--- src/rtl/sdram_arb_pkg.sv ---
// Shared types for the SDRAM port arbiter.
//   arb_state_t : FSM states (idle, command issued to controller, ack to requester)
//   arb_port_t  : requester identity, P_NONE when nobody is requesting
//   NPORTS      : number of requesters sharing the controller port
package sdram_arb_pkg;

  typedef enum logic [1:0] {ST_IDLE, ST_ISSUE, ST_ACK} arb_state_t;
  typedef enum logic [1:0] {P_NONE, P_VID, P_DL, P_CPU} arb_port_t;

  localparam int unsigned NPORTS = 3;

endpackage

--- src/rtl/sdram_arb_prio.sv ---
// Combinational winner selection for the SDRAM port arbiter.
// Ports:
//   vid_req, dl_req, cpu_req : level requests
//   cpu_aged                 : CPU has waited long enough to outrank DL
//   winner                   : selected port, P_NONE when no request
// VID is always highest; an aged CPU jumps ahead of DL.
module sdram_arb_prio
  import sdram_arb_pkg::*;
(
  input  logic      vid_req,
  input  logic      dl_req,
  input  logic      cpu_req,
  input  logic      cpu_aged,
  output arb_port_t winner
);

  always_comb begin
    winner = P_NONE;
    if (vid_req) begin
      winner = P_VID;
    end else if (cpu_req && cpu_aged) begin
      winner = P_CPU;
    end else if (dl_req) begin
      winner = P_DL;
    end else if (cpu_req) begin
      winner = P_CPU;
    end
  end

endmodule

--- src/rtl/sdram_port_arbiter.sv ---
// Shares one SDRAM controller port between video fetch (VID), data_io loader (DL) and CPU.
// One transaction at a time: the winner's command is latched in IDLE, held on mem_* while
// mem_req is high, and the winner gets a one-cycle ack (with rd_data for reads) after mem_ack.
// Ports:
//   clk_sys, rst_n                     : clock, asynchronous active-low reset
//   {vid,dl,cpu}_req/we/addr/din/be    : requester commands (vid_we unused, VID is read-only)
//   {vid,dl,cpu}_ack                   : one-cycle completion pulses
//   rd_data                            : read data, valid with the matching ack
//   mem_req/we/addr/din/be             : latched command to the SDRAM controller
//   mem_ack, mem_dout                  : controller completion pulse and read data
//   busy                               : high whenever the FSM is not idle
// Optional feature: define SDRAM_ARB_AGE_EN to let a CPU that waited AGE_LIMIT cycles
// outrank DL. Without it priority is fixed VID > DL > CPU.
module sdram_port_arbiter
  import sdram_arb_pkg::*;
#(
  parameter int unsigned ADDR_W    = 24,
  parameter int unsigned DATA_W    = 16,
  parameter int unsigned AGE_LIMIT = 15
) (
  input  logic                clk_sys,
  input  logic                rst_n,
  input  logic                vid_req,
  input  logic                vid_we,
  input  logic [ADDR_W-1:0]   vid_addr,
  input  logic [DATA_W-1:0]   vid_din,
  input  logic [DATA_W/8-1:0] vid_be,
  output logic                vid_ack,
  input  logic                dl_req,
  input  logic                dl_we,
  input  logic [ADDR_W-1:0]   dl_addr,
  input  logic [DATA_W-1:0]   dl_din,
  input  logic [DATA_W/8-1:0] dl_be,
  output logic                dl_ack,
  input  logic                cpu_req,
  input  logic                cpu_we,
  input  logic [ADDR_W-1:0]   cpu_addr,
  input  logic [DATA_W-1:0]   cpu_din,
  input  logic [DATA_W/8-1:0] cpu_be,
  output logic                cpu_ack,
  output logic [DATA_W-1:0]   rd_data,
  output logic                mem_req,
  output logic                mem_we,
  output logic [ADDR_W-1:0]   mem_addr,
  output logic [DATA_W-1:0]   mem_din,
  output logic [DATA_W/8-1:0] mem_be,
  input  logic                mem_ack,
  input  logic [DATA_W-1:0]   mem_dout,
  output logic                busy
);

  localparam int unsigned BE_W = DATA_W / 8;

  arb_state_t        state_q;
  arb_port_t         grant_q;
  arb_port_t         winner;
  logic              cpu_aged;
  logic [NPORTS-1:0] req_vec;

  logic              sel_we;
  logic [ADDR_W-1:0] sel_addr;
  logic [DATA_W-1:0] sel_din;
  logic [BE_W-1:0]   sel_be;

  logic unused_vid_we;
  assign unused_vid_we = vid_we;

  assign req_vec = {vid_req, dl_req, cpu_req};

  sdram_arb_prio u_prio (
    .vid_req  (vid_req),
    .dl_req   (dl_req),
    .cpu_req  (cpu_req),
    .cpu_aged (cpu_aged),
    .winner   (winner)
  );

`ifdef SDRAM_ARB_AGE_EN
  localparam int unsigned AGE_W = $clog2(AGE_LIMIT + 1);
  logic [AGE_W-1:0] age_q;

  // Counts every cycle the CPU is left waiting, including while another port is served.
  always_ff @(posedge clk_sys or negedge rst_n) begin
    if (!rst_n) begin
      age_q <= '0;
    end else if (!cpu_req || (state_q == ST_IDLE && winner == P_CPU)) begin
      age_q <= '0;
    end else if (age_q != AGE_W'(AGE_LIMIT)) begin
      age_q <= age_q + 1'b1;
    end
  end

  assign cpu_aged = (age_q >= AGE_W'(AGE_LIMIT));
`else
  logic unused_age_limit;
  assign unused_age_limit = ^AGE_LIMIT;
  assign cpu_aged         = 1'b0;
`endif

  // Command of the current winner, latched on the IDLE -> ISSUE transition.
  always_comb begin
    sel_we   = 1'b0;
    sel_addr = '0;
    sel_din  = '0;
    sel_be   = '0;
    case (winner)
      P_VID: begin
        sel_addr = vid_addr;
        sel_din  = vid_din;
        sel_be   = vid_be;
      end
      P_DL: begin
        sel_we   = dl_we;
        sel_addr = dl_addr;
        sel_din  = dl_din;
        sel_be   = dl_be;
      end
      P_CPU: begin
        sel_we   = cpu_we;
        sel_addr = cpu_addr;
        sel_din  = cpu_din;
        sel_be   = cpu_be;
      end
      default: ;
    endcase
  end

  always_ff @(posedge clk_sys or negedge rst_n) begin
    if (!rst_n) begin
      state_q  <= ST_IDLE;
      grant_q  <= P_NONE;
      mem_req  <= 1'b0;
      mem_we   <= 1'b0;
      mem_addr <= '0;
      mem_din  <= '0;
      mem_be   <= '0;
      rd_data  <= '0;
      vid_ack  <= 1'b0;
      dl_ack   <= 1'b0;
      cpu_ack  <= 1'b0;
    end else begin
      vid_ack <= 1'b0;
      dl_ack  <= 1'b0;
      cpu_ack <= 1'b0;
      unique case (state_q)
        ST_IDLE: begin
          if (|req_vec) begin
            grant_q  <= winner;
            mem_req  <= 1'b1;
            mem_we   <= sel_we;
            mem_addr <= sel_addr;
            mem_din  <= sel_din;
            mem_be   <= sel_be;
            state_q  <= ST_ISSUE;
          end
        end
        ST_ISSUE: begin
          if (mem_ack) begin
            mem_req <= 1'b0;
            // Writes leave the last read value in place.
            if (!mem_we) begin
              rd_data <= mem_dout;
            end
            vid_ack <= (grant_q == P_VID);
            dl_ack  <= (grant_q == P_DL);
            cpu_ack <= (grant_q == P_CPU);
            state_q <= ST_ACK;
          end
        end
        ST_ACK: begin
          state_q <= ST_IDLE;
        end
        default: begin
          state_q <= ST_IDLE;
        end
      endcase
    end
  end

  assign busy = (state_q != ST_IDLE);

endmodule

--- config.mk ---
export PLATFORM = sky130hd
export DESIGN_NAME = sdram_port_arbiter
export DESIGN_NICKNAME = d
export VERILOG_FILES = /design/src/rtl/sdram_arb_pkg.sv /design/src/rtl/sdram_arb_prio.sv /design/src/rtl/sdram_port_arbiter.sv
export SDC_FILE = /design/constraint.sdc
export NUM_CORES = 1
export LEC_CHECK = 0
export BUFFER_PORTS_ARGS = -buffer_cell sky130_fd_sc_hd__buf_4
export CORE_MARGIN = 3
export CORE_UTILIZATION = 47
export CTS_BUF_LIST = sky130_fd_sc_hd__clkbuf_2
export CTS_CLUSTER_SIZE = 8
export DETAILED_ROUTE_END_ITERATION = 8
export PLACE_DENSITY = 0.84
export SYNTH_ARGS = -nofsm -noshare
export SYNTH_HDL_FRONTEND = slang
export SYNTH_SLANG_ARGS = --single-unit
--- constraint.sdc ---
create_clock -name clk_sys -period 1.6 [get_ports clk_sys]
set_input_delay 0.32 -clock clk_sys [delete_from_list [all_inputs] [get_ports clk_sys]]
set_output_delay 0.32 -clock clk_sys [all_outputs]
set_load 0.05 [all_outputs]
Yosys cells after proc, flatten, opt, wreduce, memory -nomap -nowiden. Index checks and enable logic that the tools add are counted.

Reductions and logical operators: 8. Multiplexer cells: 19. Equal/unequal tests: 9. Bitwise gates (word level): 1.

Operators by type and width (number): $pmux 24 s3 (1); $pmux 16 s3 (1); $mux 2 (5); $eq 2x2->1 const B (4); $mux 1 (8); $eq 2x1->1 const B (3); $pmux 2 s3 (1); $reduce_and 3->1 (2); $ne 2x2->1 const B (2); $pmux 1 s2 (2); $pmux 2 s2 (1); $reduce_and 2->1 (2); $reduce_bool 2->1 (2); $reduce_or 3->1 (1); $logic_not 2->1 (1); $not 1->1 (1).

Flip-flop bits (word level): 67. Word-level logic and storage cells: 48. Bits of input ports: 151.

Depth between registers and ports, before layout.
Depth in word-level cells: 5. Gate-level depth with buffers: 5. Depth with buffers taken out: 4.

Cells and area by module. Synthesis repeated with hierarchy kept, for this count alone.

Cell total of the unflattened synthesis: 254. Area total of the unflattened synthesis: 3911.3 um^2.

By module, submodules not included: sdram_port_arbiter (instances 1, area an instance 3890.0 um^2, cells each 250); sdram_arb_prio (instances 1, area an instance 21.3 um^2, cells each 4).

Worst setup path before layout. OpenSTA, ideal clock, no wires.

Path type: reg2reg. From: register mem_we. To: register rd_data[10]. Stages on the path, launching flop included: 4. Library setup time: 125 ps. Setup slack: 145 ps. Arrival: 1331 ps. Data required time: 1475 ps. Path through: dfrtp_1 -> nor2_4 -> buf_6 -> mux2_2.

Word-level cells in the longest chain between the ends: 2.

RTL lines: start, declared (line sdram_port_arbiter.sv:43) `output logic mem_we,`; start signal, assigned (line sdram_port_arbiter.sv:150) `mem_we <= sel_we;`; $not 1->1 (no source line); $reduce_and 3->1 (no source line); end signal, assigned (line sdram_port_arbiter.sv:162) `rd_data <= mem_dout;`; end, declared (line sdram_port_arbiter.sv:41) `output logic [DATA_W-1:0] rd_data,`.

No other way between the ends. A chain may end at the register's enable or synchronous reset.

Final worst setup path.
From: register state_q[1]. To: output port busy.

Word-level cells in the longest chain between the ends: 1.

RTL lines: start, declared (line sdram_port_arbiter.sv:54) `arb_state_t state_q;`; start signal, assigned (line sdram_port_arbiter.sv:130) `state_q <= ST_IDLE;`; start signal, assigned (line sdram_port_arbiter.sv:154) `state_q <= ST_ISSUE;`; start signal, assigned (line sdram_port_arbiter.sv:167) `state_q <= ST_ACK;`; $reduce_bool 2->1 (line sdram_port_arbiter.sv:180) `assign busy = (state_q != ST_IDLE);`; end, declared (line sdram_port_arbiter.sv:49) `output logic busy`.

No other way between the ends.

==> metrics.cfg <==
[logic_synthesis]
yosys-top-cells-area = dfrtp_1 42%, a221oi_2 15%, o31ai_2 12%, nor2b_1 6.6%, mux2_2 4.5%
netlist_instances = 309
synth_nets = 460
syn_area_per_cell_um2 = 12.9
ys_types = 33
ys_seq_area_frac = 0.422
synth_area_um2 = 3980
yosysTopAreaCellShare = 0.422
yosysWarnings = 0
yosys.area.top_type = dfrtp_1
ys_seq_elements = 67

[critical_path]
cp.depth = 3
r2r-start = state_q[1]
crit_path_max_incr_delay_ns = 0.45
end_kind = output pin
rr_worst_depth = 6
criticalPathCategory = flip-flop to output pin
arrival_ns = 1.26
worstReg2RegEnd = mem_addr[2]
crit_end = busy
r2r_slack_ns = 0.08
critPathTopFamily = flip-flops
path_cells = nor2_4, inv_6, buf_6
cp-startpoint = state_q[1]
crit_path_start_kind = flip-flop
crit_required_ns = 1.28
critPathMaxFanout = 2
slowest_stage = dfrtp_1
path_buf_inv = 2

[clock_network]
insertion_delay_ns = 0.46
cts_buffers = 9
cts_tree = built
cts.path.max_buffers = 2
htree_levels = 3
clk_pin_slew_ns = 0.17
cts_sinks = 67
cts_root_buf = clkbuf_2

[global_route]
grt_max_degree = 68
overflow = 0
grt_antenna_before_repair = 0
grt_pass1_wl_um = 18500
grt_pass1_vias = 3817
grt_usage = 0.241

[die]
die_x_um = 98.0
pin_count = 215
coreArea_um2 = 7970
die_area_um2 = 9600
start_util = 0.499
die_h_um = 98.0
num_rows = 32

[power]
peakVddDrop_mv = 0.712
p_total_mw = 10.8
leakage_nw = 2.64
powerDensity_nw_per_um2 = 1870

[sta]
finalCriticalPeriod_ns = 1.58
clock.fmax_mhz = 631
rsz0062_at_grt = yes
setup_viol = 0
maxSlewHeadroom = 0.680
skew_ns = 0.0241
fin_tns_setup_ns = 0
finalMaxSlewViolations = 0
hold_violations = 0
finalCritPeriodShare = 0.990
worst_pin_slew_ns = 0.480

[min_path]
hold_path_class = input port to flip-flop

[route]
drc_errors = 0
ant_nets = 0
initialDrtViolationCount = 74
drt-pass1-iter-count = 4
via_count = 3471
wl_per_cell_um = 18.7
avgViaCountPerCell = 5.52
routed_wl_um = 11800

[final_layout]
nNetsFinal = 677
drive_gt1_frac = 0.668
final_area_um2 = 5780
diodes = 0
syn2layout_area_growth_pct = 45.5
final_util = 0.726

[place]
io_buffers = 213
hpwl_um = 8810
post_dp_cell_area_um2 = 5660
gp_congestion = 0.838

[flow_run]
maxCapViolations = 0

[outcome]
status = finished clean

==> cell type report <==
type / count / area, µm²
fillers: 552 / 2180
multi-input cells: 207 / 1980
repair buffers: 239 / 1930
flip-flops and latches: 67 / 1680
well taps: 102 / 128
clock buffers: 10 / 50.0
inverters: 2 / 12.5
clock inverters: 2 / 7.51
==> report_power, final <==
part | internal [mW] | total [mW] | switching, mW
Sequential | 2.50 | 2.94 | 0.438
Combinational | 2.57 | 7.17 | 4.59
Clock | 0.169 | 0.692 | 0.523
==> per-stage QoR <==
stage                     instances  hold WS (ns)  worst slack (ns)
after CTS                       629        0.0279           -0.0432
after detailed placement        611         0.355             0.108
after global placement          611         0.350             0.188
after global routing            629        0.0282           -0.0800
after floorplan                 309        0.0244             0.145
final                           629        0.0745            0.0160
==> Yosys cell counts (all sizes together) <==
master	count
nand2	2
buf	15
o21ai	44
nand3b	1
o22a	1
a21oi	4
and3	1
clkbuf	18
inv	2
a221oi	42
nor3	1
nor3b	2
nor2b	43
dfrtp	67
nand2b	1
a22oi	1
nor2	3
nor4b	1
mux2	16
o31ai	43
or2	1
==> repair_timing <==
item,in CTS,in global routing
endpoints found under the setup margin,1,3
buffers inserted,4,0
gates resized for setup,4,2
hold buffers,2,0
hold endpoints to repair,68,0
pin swaps,1,0
==> worst min path at each step <==
stage | startpoint | end | depth (start not counted)
after floorplan | rst_n | cpu_ack | 0
after CTS | mem_dout[2] | rd_data[2] | 2
after global routing | mem_dout[2] | rd_data[2] | 2
after global placement | rst_n | rd_data[15] | 2
final | mem_dout[2] | rd_data[2] | 2
after detailed placement | rst_n | mem_din[11] | 2
==> layer usage <==
layer  vias up  global-route usage  wire length (µm)
li1       1622                   -                 -
met1      1660               0.274              4440
met2       164               0.421              5920
met3        25              0.0771              1120
met4         0              0.0958               280
met5         -                   0                 0
==> flip-flops by register name, indices dropped and copies added (netlist names) <==
register  cells
cpu_ack       1
dl_ack        1
grant_q       2
mem_addr     24
mem_be        2
mem_din      16
mem_req       1
mem_we        1
rd_data      16
state_q       2
vid_ack       1
==> cell usage in the layout, fill, tap and decap left out, types with 3 or more instances in the layout <==
cell      Yosys  layout
o21ai_1       9      10
mux2_2       16      16
o31ai_1       4       3
a21oi_1       4       4
a221oi_1      3       3
a221oi_2     39      39
nor2b_1      42      42
clkbuf_2      0      10
dfrtp_1      67      66
o31ai_2      39      40
buf_12        5      10
buf_4         1     226
o21ai_0      34      33
==> logic make-up after synthesis <==
| kind of cell | Yosys count | share of synthesized area |
|---|---|---|
| buffers and inverters | 35 | 0.0815 |
| DFF | 67 | 0.422 |
| muxes | 16 | 0.0453 |
| and+or+nand+nor | 56 | 0.0985 |
| AOI/OAI and AO/OA | 135 | 0.353 |
No activity file was read; power rests on OpenSTA's default activity.
